[src/rtl/msu_data_ctrl.sv]
// MSU-1 data channel sequencer: owns the seek registers, runs the HPS seek and
// fetch handshakes, and serves $2001 reads from a small prefetch FIFO.
module msu_data_ctrl #(
  parameter int FIFO_DEPTH = 8
) (
  input  logic        CLK,
  input  logic        RST_N,
  input  logic        ENABLE,
  input  logic        RD_N,
  input  logic        WR_N,
  input  logic [23:0] ADDR,
  input  logic [7:0]  DIN,
  output logic [7:0]  data_dout,
  output logic        data_busy,
  output logic        underrun,
  output logic [31:0] seek_addr,
  output logic        seek_req,
  input  logic        seek_ack,
  output logic [31:0] fetch_addr,
  output logic        fetch_req,
  input  logic        fetch_valid,
  input  logic [7:0]  fetch_data
);
  localparam int PW = $clog2(FIFO_DEPTH);
  localparam int CW = PW + 1;
  localparam logic [CW-1:0] FULL = CW'(FIFO_DEPTH);

  typedef enum logic [2:0] {S_IDLE, S_DRAIN, S_SEEK, S_FILL, S_READY} state_e;

  state_e        state_q, state_d;
  logic          wr_lvl_q, rd_lvl_q;
  logic [31:0]   seek_base_q, seek_base_d;
  logic [31:0]   seek_addr_q, seek_addr_d;
  logic [31:0]   fetch_addr_q, fetch_addr_d;
  logic [CW-1:0] count_q, count_d;
  logic [PW-1:0] wr_ptr_q, wr_ptr_d, rd_ptr_q, rd_ptr_d;
  logic          out_q, out_d;
  logic          under_q, under_d;
  logic [7:0]    dout_q, dout_d;
  logic [7:0]    mem_q [FIFO_DEPTH];

  logic wr_act, rd_act, wr_stb, rd_stb;
  logic seek_wr, seek_start, rd_data;
  logic busy, freq, accept, push, pop, flush;
  logic unused_addr_hi;

  assign unused_addr_hi = ^ADDR[23:16];

  always_comb begin
    wr_act     = ENABLE & ~WR_N;
    rd_act     = ENABLE & ~RD_N;
    wr_stb     = wr_act & ~wr_lvl_q;
    rd_stb     = rd_act & ~rd_lvl_q;
    seek_wr    = wr_stb && (ADDR[15:2] == 14'h0800);
    seek_start = seek_wr && (ADDR[1:0] == 2'd3);
    rd_data    = rd_stb && (ADDR[15:0] == 16'h2001);

    busy   = (state_q == S_DRAIN) || (state_q == S_SEEK) || (state_q == S_FILL);
    // Only one byte may be in flight, so a request needs no outstanding fetch.
    freq   = ((state_q == S_FILL) || (state_q == S_READY)) && !out_q && (count_q < FULL);
    accept = fetch_valid && out_q;
    push   = accept && ((state_q == S_FILL) || (state_q == S_READY));
    pop    = rd_data && !busy && (count_q != '0);

    seek_base_d = seek_base_q;
    if (seek_wr) seek_base_d[{ADDR[1:0], 3'b000} +: 8] = DIN;

    count_d  = count_q + CW'(push) - CW'(pop);
    wr_ptr_d = push ? wr_ptr_q + PW'(1) : wr_ptr_q;
    rd_ptr_d = pop  ? rd_ptr_q + PW'(1) : rd_ptr_q;

    state_d = state_q;
    unique case (state_q)
      S_DRAIN: if (!out_q || fetch_valid) state_d = S_SEEK;
      S_SEEK:  if (seek_ack) state_d = S_FILL;
      S_FILL:  if (count_d == FULL) state_d = S_READY;
      default: ;
    endcase
    // A request issued this same cycle is already in flight and must be drained.
    if (seek_start) state_d = (out_q || freq) ? S_DRAIN : S_SEEK;

    flush = (state_d == S_SEEK) && ((state_q != S_SEEK) || seek_start);

    out_d = out_q;
    if (freq) out_d = 1'b1;
    else if (accept) out_d = 1'b0;

    seek_addr_d  = seek_addr_q;
    fetch_addr_d = accept ? fetch_addr_q + 32'd1 : fetch_addr_q;
    if (flush) begin
      seek_addr_d  = seek_base_d;
      fetch_addr_d = seek_base_d;
      count_d      = '0;
      wr_ptr_d     = '0;
      rd_ptr_d     = '0;
    end

    under_d = under_q;
    if (rd_data && !busy && (count_q == '0)) under_d = 1'b1;
    if (seek_start) under_d = 1'b0;

    dout_d = pop ? mem_q[rd_ptr_q] : dout_q;
  end

  always_ff @(posedge CLK or negedge RST_N) begin
    if (!RST_N) begin
      state_q      <= S_IDLE;
      wr_lvl_q     <= 1'b0;
      rd_lvl_q     <= 1'b0;
      seek_base_q  <= '0;
      seek_addr_q  <= '0;
      fetch_addr_q <= '0;
      count_q      <= '0;
      wr_ptr_q     <= '0;
      rd_ptr_q     <= '0;
      out_q        <= 1'b0;
      under_q      <= 1'b0;
      dout_q       <= '0;
    end else begin
      state_q      <= state_d;
      wr_lvl_q     <= wr_act;
      rd_lvl_q     <= rd_act;
      seek_base_q  <= seek_base_d;
      seek_addr_q  <= seek_addr_d;
      fetch_addr_q <= fetch_addr_d;
      count_q      <= count_d;
      wr_ptr_q     <= wr_ptr_d;
      rd_ptr_q     <= rd_ptr_d;
      out_q        <= out_d;
      under_q      <= under_d;
      dout_q       <= dout_d;
    end
  end

  // FIFO storage carries data only; validity is tracked by count and pointers.
  always_ff @(posedge CLK) begin
    if (push) mem_q[wr_ptr_q] <= fetch_data;
  end

  assign data_dout  = dout_q;
  assign data_busy  = busy;
  assign underrun   = under_q;
  assign seek_addr  = seek_addr_q;
  assign seek_req   = (state_q == S_SEEK);
  assign fetch_addr = fetch_addr_q;
  assign fetch_req  = freq;

endmodule

[config.mk]
export PLATFORM = sky130hd
export DESIGN_NAME = msu_data_ctrl
export DESIGN_NICKNAME = d
export VERILOG_FILES = /design/src/rtl/msu_data_ctrl.sv
export SDC_FILE = /design/constraint.sdc
export NUM_CORES = 1
export LEC_CHECK = 0
export ABC_AREA = 1
export BUFFER_PORTS_ARGS = -buffer_cell sky130_fd_sc_hd__buf_2
export CORE_MARGIN = 4
export CORE_UTILIZATION = 35
export CTS_CLUSTER_SIZE = 30
export DETAILED_ROUTE_END_ITERATION = 16
export GPL_ROUTABILITY_DRIVEN = 0
export PLACE_DENSITY_LB_ADDON = 0.25
export SETUP_SLACK_MARGIN = 0.02
export SYNTH_ARGS = -nofsm -noshare
export SYNTH_HDL_FRONTEND = slang
export SYNTH_SLANG_ARGS = --single-unit
[constraint.sdc]
create_clock -name CLK -period 4.4 [get_ports CLK]
set_input_delay 1.1 -clock CLK [delete_from_list [all_inputs] [get_ports CLK]]
set_output_delay 1.1 -clock CLK [all_outputs]
set_load 0.01 [all_outputs]
Word level (Yosys, flattened, before mapping)

Memories as Yosys holds them, arrays and structs flattened. A register that Yosys moved wholly into a read port is not among the register bits.
Cells that the tools add are included.

Register bits after elaboration: 113
Bits in writable memories: 64
Bits of input ports: 47
Output and inout bits: 76
Word-level logic and storage cells: 87
Memories: 1

Add/sub/neg operators: 6
Magnitude comparators: 1
Equal/unequal tests: 10
Shift operators: 2
Mux-type cells: 21
Bitwise operators: 8
Reduce and logical (&&, ||, !) cells: 27

Memory list:

| memory | depth | bits a word | read ports | clocked after Yosys merged registers in | wr ports | RTL line | source |
|---|---|---|---|---|---|---|---|
| mem_q  | 8     | 8           | 1          | 1                                       | 1        | 40       | `logic [7:0] mem_q [FIFO_DEPTH];` |

Operators by type and width:

| cell                                                                    | number |
|---|---|
| 32-bit two-way mux                                                      | 3 |
| 32-bit by 1-bit adder with 32-bit output, second input constant         | 1 |
| 32-bit bitwise mux                                                      | 1 |
| 8-bit by 7-bit variable shift with 32-bit output, first input constant  | 1 |
| 8-bit by 7-bit variable part select with 32-bit output                  | 1 |
| 3-bit two-way mux                                                       | 8 |
| 16-bit by 14-bit equality test with 1-bit output, second input constant | 1 |
| 14-bit by 12-bit equality test with 1-bit output, second input constant | 1 |
| 1-bit logical AND                                                       | 11 |
| 2-bit nonzero test                                                      | 5 |
| 3-bit by 2-bit equality test with 1-bit output, second input constant   | 3 |
| 3-bit one-hot mux with 3 select lines                                   | 1 |
| 5-bit negation with 7-bit output                                        | 1 |
| 3-bit by 1-bit adder with 3-bit output, second input constant           | 2 |
| 1-bit logical OR                                                        | 6 |
| 1-bit two-way mux                                                       | 6 |
| 4-bit by 1-bit adder with 4-bit output                                  | 1 |
| 1-bit bitwise AND                                                       | 4 |
| 4-bit equality test, second input constant                              | 1 |
| 4-bit zero test                                                         | 1 |
| 4-bit less-than comparator, second input constant                       | 1 |
| 4-bit two-way mux                                                       | 1 |
| 1-bit inverter                                                          | 4 |
| 4-bit nonzero test                                                      | 1 |
| 7 further kinds                                                         | 9 |

Logic depth before layout (Yosys ltp)

Depth after elaboration: 14
Depth in mapped cells: 24
Mapped depth without buffers: 22

Worst setup path before layout

No wires, ideal clock.

Kind: input port to flip-flop
Start: in ADDR[1]
End: reg seek_addr_q[30] (netlist: seek_addr[30])
Library setup time: 0.118 ns
Arrival: 3.967 ns
Data required time: 4.282 ns
Slack: 0.315 ns
Stages: 22
Path buffers: 3
Path through: inv_1 ha_1 nand3b_1 nor3_1 nand2_1 a21oi_1 buf_2 ha_1 inv_1 ha_1 inv_1 fa_1 xnor2_1 nor2_1 nand3_1 nand2_1 o21bai_2 nand3_4 buf_2 buf_6 nand2_1 nand2_1

Word-level cells in the longest chain between the ends: 11
Elaborated cells on any way between the ends: 19
Those cells by class: 2 x add/sub; 4 x eq/ne; 2 x shift; 5 x mux; 6 x reduce/logical

Ends and longest elaborated chain:

| element                                          | RTL line | source |
|---|---|---|
| start: declaration                               | 11       | `input logic [23:0] ADDR,` |
| 16-bit by 14-bit equality test with 1-bit output | 56       | `rd_data = rd_stb && (ADDR[15:0] == 16'h2001);` |
| 1-bit logical AND                                | 56       |  |
| 1-bit logical AND (2 in series)                  | 63       | `pop = rd_data && !busy && (count_q != '0);` |
| via pop                                          | 44       | `logic busy, freq, accept, push, pop, flush;` |
| 4-bit by 1-bit subtractor with 4-bit output      | 68       | `count_d = count_q + CW'(push) - CW'(pop);` |
| 4-bit equality test                              | 76       | `S_FILL: if (count_d == FULL) state_d = S_READY;` |
| 3-bit two-way mux                                | 76       |  |
| 3-bit one-hot mux with 3 select lines            | 73       | `unique case (state_q)` |
| 3-bit two-way mux                                | 80       | `if (seek_start) state_d = (out_q \|\| freq) ? S_DRAIN : S_SEEK;` |
| 3-bit by 2-bit equality test with 1-bit output   | 82       | `flush = (state_d == S_SEEK) && ((state_q != S_SEEK) \|\| seek_start);` |
| 1-bit logical AND                                | 82       |  |
| end signal: assignment                           | 124      | `seek_addr_q <= seek_addr_d;` |
| end: declaration                                 | 33       | `logic [31:0] seek_addr_q, seek_addr_d;` |

The timed path passes the listed nets, and every way through them passes these cells.
A chain may end at the register's enable or synchronous reset.

Worst setup path after layout

Start: in ADDR[1]
End: reg rd_ptr_q[0]

Word-level cells in the longest chain between the ends: 12
Elaborated cells on any way between the ends: 16
Those cells by class: 1 x add/sub; 4 x eq/ne; 4 x mux; 7 x reduce/logical

Ends and longest elaborated chain:

| element                                                 | RTL line | source |
|---|---|---|
| 16-bit by 14-bit equality test with 1-bit output        | 56       |  |
| 1-bit logical AND                                       | 56       |  |
| 1-bit logical AND (2 in series)                         | 63       |  |
| 4-bit by 1-bit subtractor with 4-bit output             | 68       |  |
| 4-bit equality test                                     | 76       |  |
| 3-bit two-way mux                                       | 76       |  |
| 3-bit one-hot mux with 3 select lines                   | 73       |  |
| 3-bit two-way mux                                       | 80       |  |
| 3-bit by 2-bit equality test with 1-bit output          | 82       |  |
| 1-bit logical AND                                       | 82       |  |
| 3-bit two-way mux or 2-bit nonzero test (tied branches) | -        |  |
| end signal: assignment                                  | 128      | `rd_ptr_q <= rd_ptr_d;` |
| end: declaration                                        | 36       | `logic [PW-1:0] wr_ptr_q, wr_ptr_d, rd_ptr_q, rd_ptr_d;` |

Parallel ways exist; a longest one is shown, timed or not.

==> impl_metrics.csv <==
group,metric,value,unit
floorplanning,die_h,163,um
routing,routedWlPerCell,15.0,um
power_and_ir_drop,p_per_area,334,mW/mm2
global_routing,grt_first_pass_wirelength,33.2,mm
synth,synth_cell_types,38,
place,port_buffers,114,
synth,synth_warnings,0,
synth,synth_edf_count,64,
place,postPlaceCellArea,0.00953,mm2
cts,cts_hold_buf,0,
cts,cts.path.max_buffers,2,
synth,syn_area,0.00844,mm2
synth,synthSimpleGateAreaFrac,25.3,%
final_layout,fill_cells,2386,
place,dp_hpwl,14.6,mm
synth,syn_nets,981,
timing,fin_tns_setup,0,ns
cts,cts_sinks,185,
cts,cts_tree,"done",
critical_path,cp_max_fo,22,
timing,finalMaxSlewViolations,0,
timing,relSlewSlack,27.3,%
timing,min_period,4.07,ns
critical_path,path_class,"in2reg",
final_layout,area_growth,19.6,%
final_layout,antenna_cells,0,
synth,synthTopCellsByArea,"dfrtp_1, edfxtp_1, nand2_1, nor2_1, nand3_1",
timing,hold_viol,0,
worst_hold_path,hold_path_class,"reg2reg",
floorplanning,die_area,0.0267,mm2
critical_path,cp.arrival,4.38,ns
floorplanning,rows,56,
synth,synth_xor_area_share,2.08,%
cts,cts_made_buffers,17,
synth,synth_most_common_cell,"nand2_1",
floorplanning,initial_core_util,35.7,%
power_and_ir_drop,p_leak,4.82,nW
cts,clkSlewWorstSetupHoldPaths,0.07,ns
critical_path,cp.required,4.71,ns
cts,cts-root-buf,"clkbuf_16",
routing,first_iter_violations,383,
cts,post_cts_buffers,0,
synth,synthTopCellsByCount,"nand2_1, dfrtp_1, nor2_1",
floorplanning,dieWidth,163,um
global_routing,grt_max_degree,57,
final_layout,finalNetCount,1111,
synth,synth-compound-area-share,6.88,%
timing,setup_ws,0.333,ns
synth,ys.flop_type,"dfrtp_1",
synth,avgSynthCellArea,9.17,um2
critical_path,reg2reg_depth,20,
synth,syn_inst,920,
final_layout,postLayoutCellArea,0.0101,mm2
timing,max_freq,0.246,GHz
global_routing,antenna_found_initial,0,
synth,synthMuxAreaShare,0,%
worst_hold_path,hold_depth,2,
cts,insertion_delay,0.43,ns
final_layout,drive_above_1_share,18.8,%
power_and_ir_drop,peakVddDrop,0.236,mV
synth,synth_fa_ha_area_share,2.16,%
outcome,status,"finished clean",
timing,worst_slew_pin_slew,1.09,ns
global_routing,track_usage,15.9,%
routing,dr.pass1.iters,4,
floorplanning,core,0.0236,mm2
timing,fin_worst_skew,0.0128,ns
floorplanning,io_pins,123,
synth,ys_async_sr_fraction,65.4,%
global_routing,first_global_vias,6175,
routing,drc,0,
routing,wl,20.7,mm
routing,ant_nets,0,
final_layout,final_core_util,42.8,%
place,dpl_worst_slack,-0.165,ns
synth,synth_top_area_share,35.9,%
routing,vias,6458,
timing,finalSetupViolCount,0,
synth,ys_ff_latch,185,
synth,synth_top_family_by_area,"simple AND/OR/NAND/NOR gates",
critical_path,endpoint_kind,"register",
global_routing,grt-ovfl-total,0,
critical_path,startpoint_type,"input port",
timing,fin_crit_sh,92.4,%
timing,rsz0062_at_grt,"no",
routing,vias_per_cell,4.67,
job,cap_violations,0,
cts,htreeDepth,4,
critical_path,reg2reg_slack,0.80,ns
synth,yosysSeqAreaShare,58.6,%
synth,post-synth-top-area-cell,"dfrtp_1",
## placed cells by master, fill, tap and decap left out, types with 2 or more instances in the layout
master	n
nand2_1	274
dfrtp_1	121
buf_2	113
nor2_1	109
inv_1	68
nand3_1	67
edfxtp_1	64
o21ai_0	43
buf_4	23
clkbuf_16	17
o32ai_1	16
a21oi_1	14
o21ai_1	14
xor2_1	14
nor3_1	13
ha_1	13
a31oi_1	8
nand4_1	7
nor2_2	6
xnor2_1	6
nand2_2	5
nand3b_1	5
inv_2	4
inv_8	4
buf_12	4
nor3_2	3
nor2_4	3
clkinvlp_4	3
inv_6	3
o31ai_1	2
nand3_4	2
clkinv_4	2
## report_power, final
part	internal, W	leakage [nW]	total, W	switching, W
registers	0.00179	2.20	0.00179	0.00000552
logic	0.0000373	2.35	0.000117	0.0000794
clock network	0.000747	0.265	0.00146	0.000715
total	0.00257	4.82	0.00337	0.000800
## cell families (layout without fill, tap and decap cells)
group                      Yosys count  after routing
adders and majority gates           14             14
xor gates and xnor gates            20             20
DFF                                185            185
and+or+nand+nor                    500            500
AOI/OAI and AO/OA                   99             99
buffers and inverters              102            245
## through the flow
| stage | power, W | cells | hold WS (ns) |
|---|---|---|---|
| finish | 0.00337 | 1382 | 0.475 |
| floorplan | 0.00187 | 920 | 0.445 |
| CTS | 0.00341 | 1382 | 0.482 |
| global route | 0.00350 | 1382 | 0.496 |
| detailed placement | 0.00195 | 1350 | 0.458 |
| global placement | 0.00195 | 1350 | 0.457 |
## registers in the layout, summed over array words and instances (netlist names)
name and flops:
mem_q 64, fetch_addr 32, seek_addr 32, seek_base_q 32
data_dout 8, count_q 4, rd_ptr_q 3, state_q 3
wr_ptr_q 3, out_q 1, rd_lvl_q 1, underrun 1
wr_lvl_q 1
## routing by layer
layer	share of wire (%)	vias up	wire length, um	track usage (%)
li1	-	3305	-	-
met1	51	2995	10600	24.4
met2	43	140	8960	22.9
met3	4.6	18	955	3.26
met4	1.1	0	228	4.12
met5	0	-	0	0
## worst max-delay path, cell delays in order
cell and delay, ns:
buf_2 0.12, inv_1 0.07, ha_1 0.23, nand3b_1 0.10
nor3_1 0.22, nand2_1 0.09, a21oi_1 0.25, ha_1 0.28
inv_1 0.05, ha_1 0.16, inv_1 0.06, fa_1 0.37
xnor2_1 0.21, nor2_1 0.08, nand3_1 0.12, nand2_1 0.08
o21bai_2 0.18, nand3_4 0.11, inv_2 0.11, buf_12 0.16
buf_4 0.17, nor3_1 0.06
## path summary, 6_finish.rpt
path                         startpoint         endpoint
max                             ADDR[1]      rd_ptr_q[0]
min in group asynchronous         RST_N    seek_addr[18]
min                        seek_addr[2]     seek_addr[2]
max reg2reg                  state_q[0]      rd_ptr_q[0]
max in group asynchronous         RST_N  seek_base_q[21]
min reg2reg                seek_addr[2]     seek_addr[2]
## what timing repair did
item	CTS	global route
endpoints found under the hold margin	0	0
setup endpoints to repair	0	1
resized for setup	0	1
## final cells by class
type,instances,area (um2),share of cell area [%]
Clock inverter,15,136,1.35
Timing Repair Buffer,141,830,8.22
Tap cell,319,399,3.95
Sequential cell,185,4950,49.0
Clock buffer,17,425,4.21
Inverter,72,270,2.68
Multi-Input combinational cell,633,3090,30.6
No activity file was read; power rests on OpenSTA's default activity.
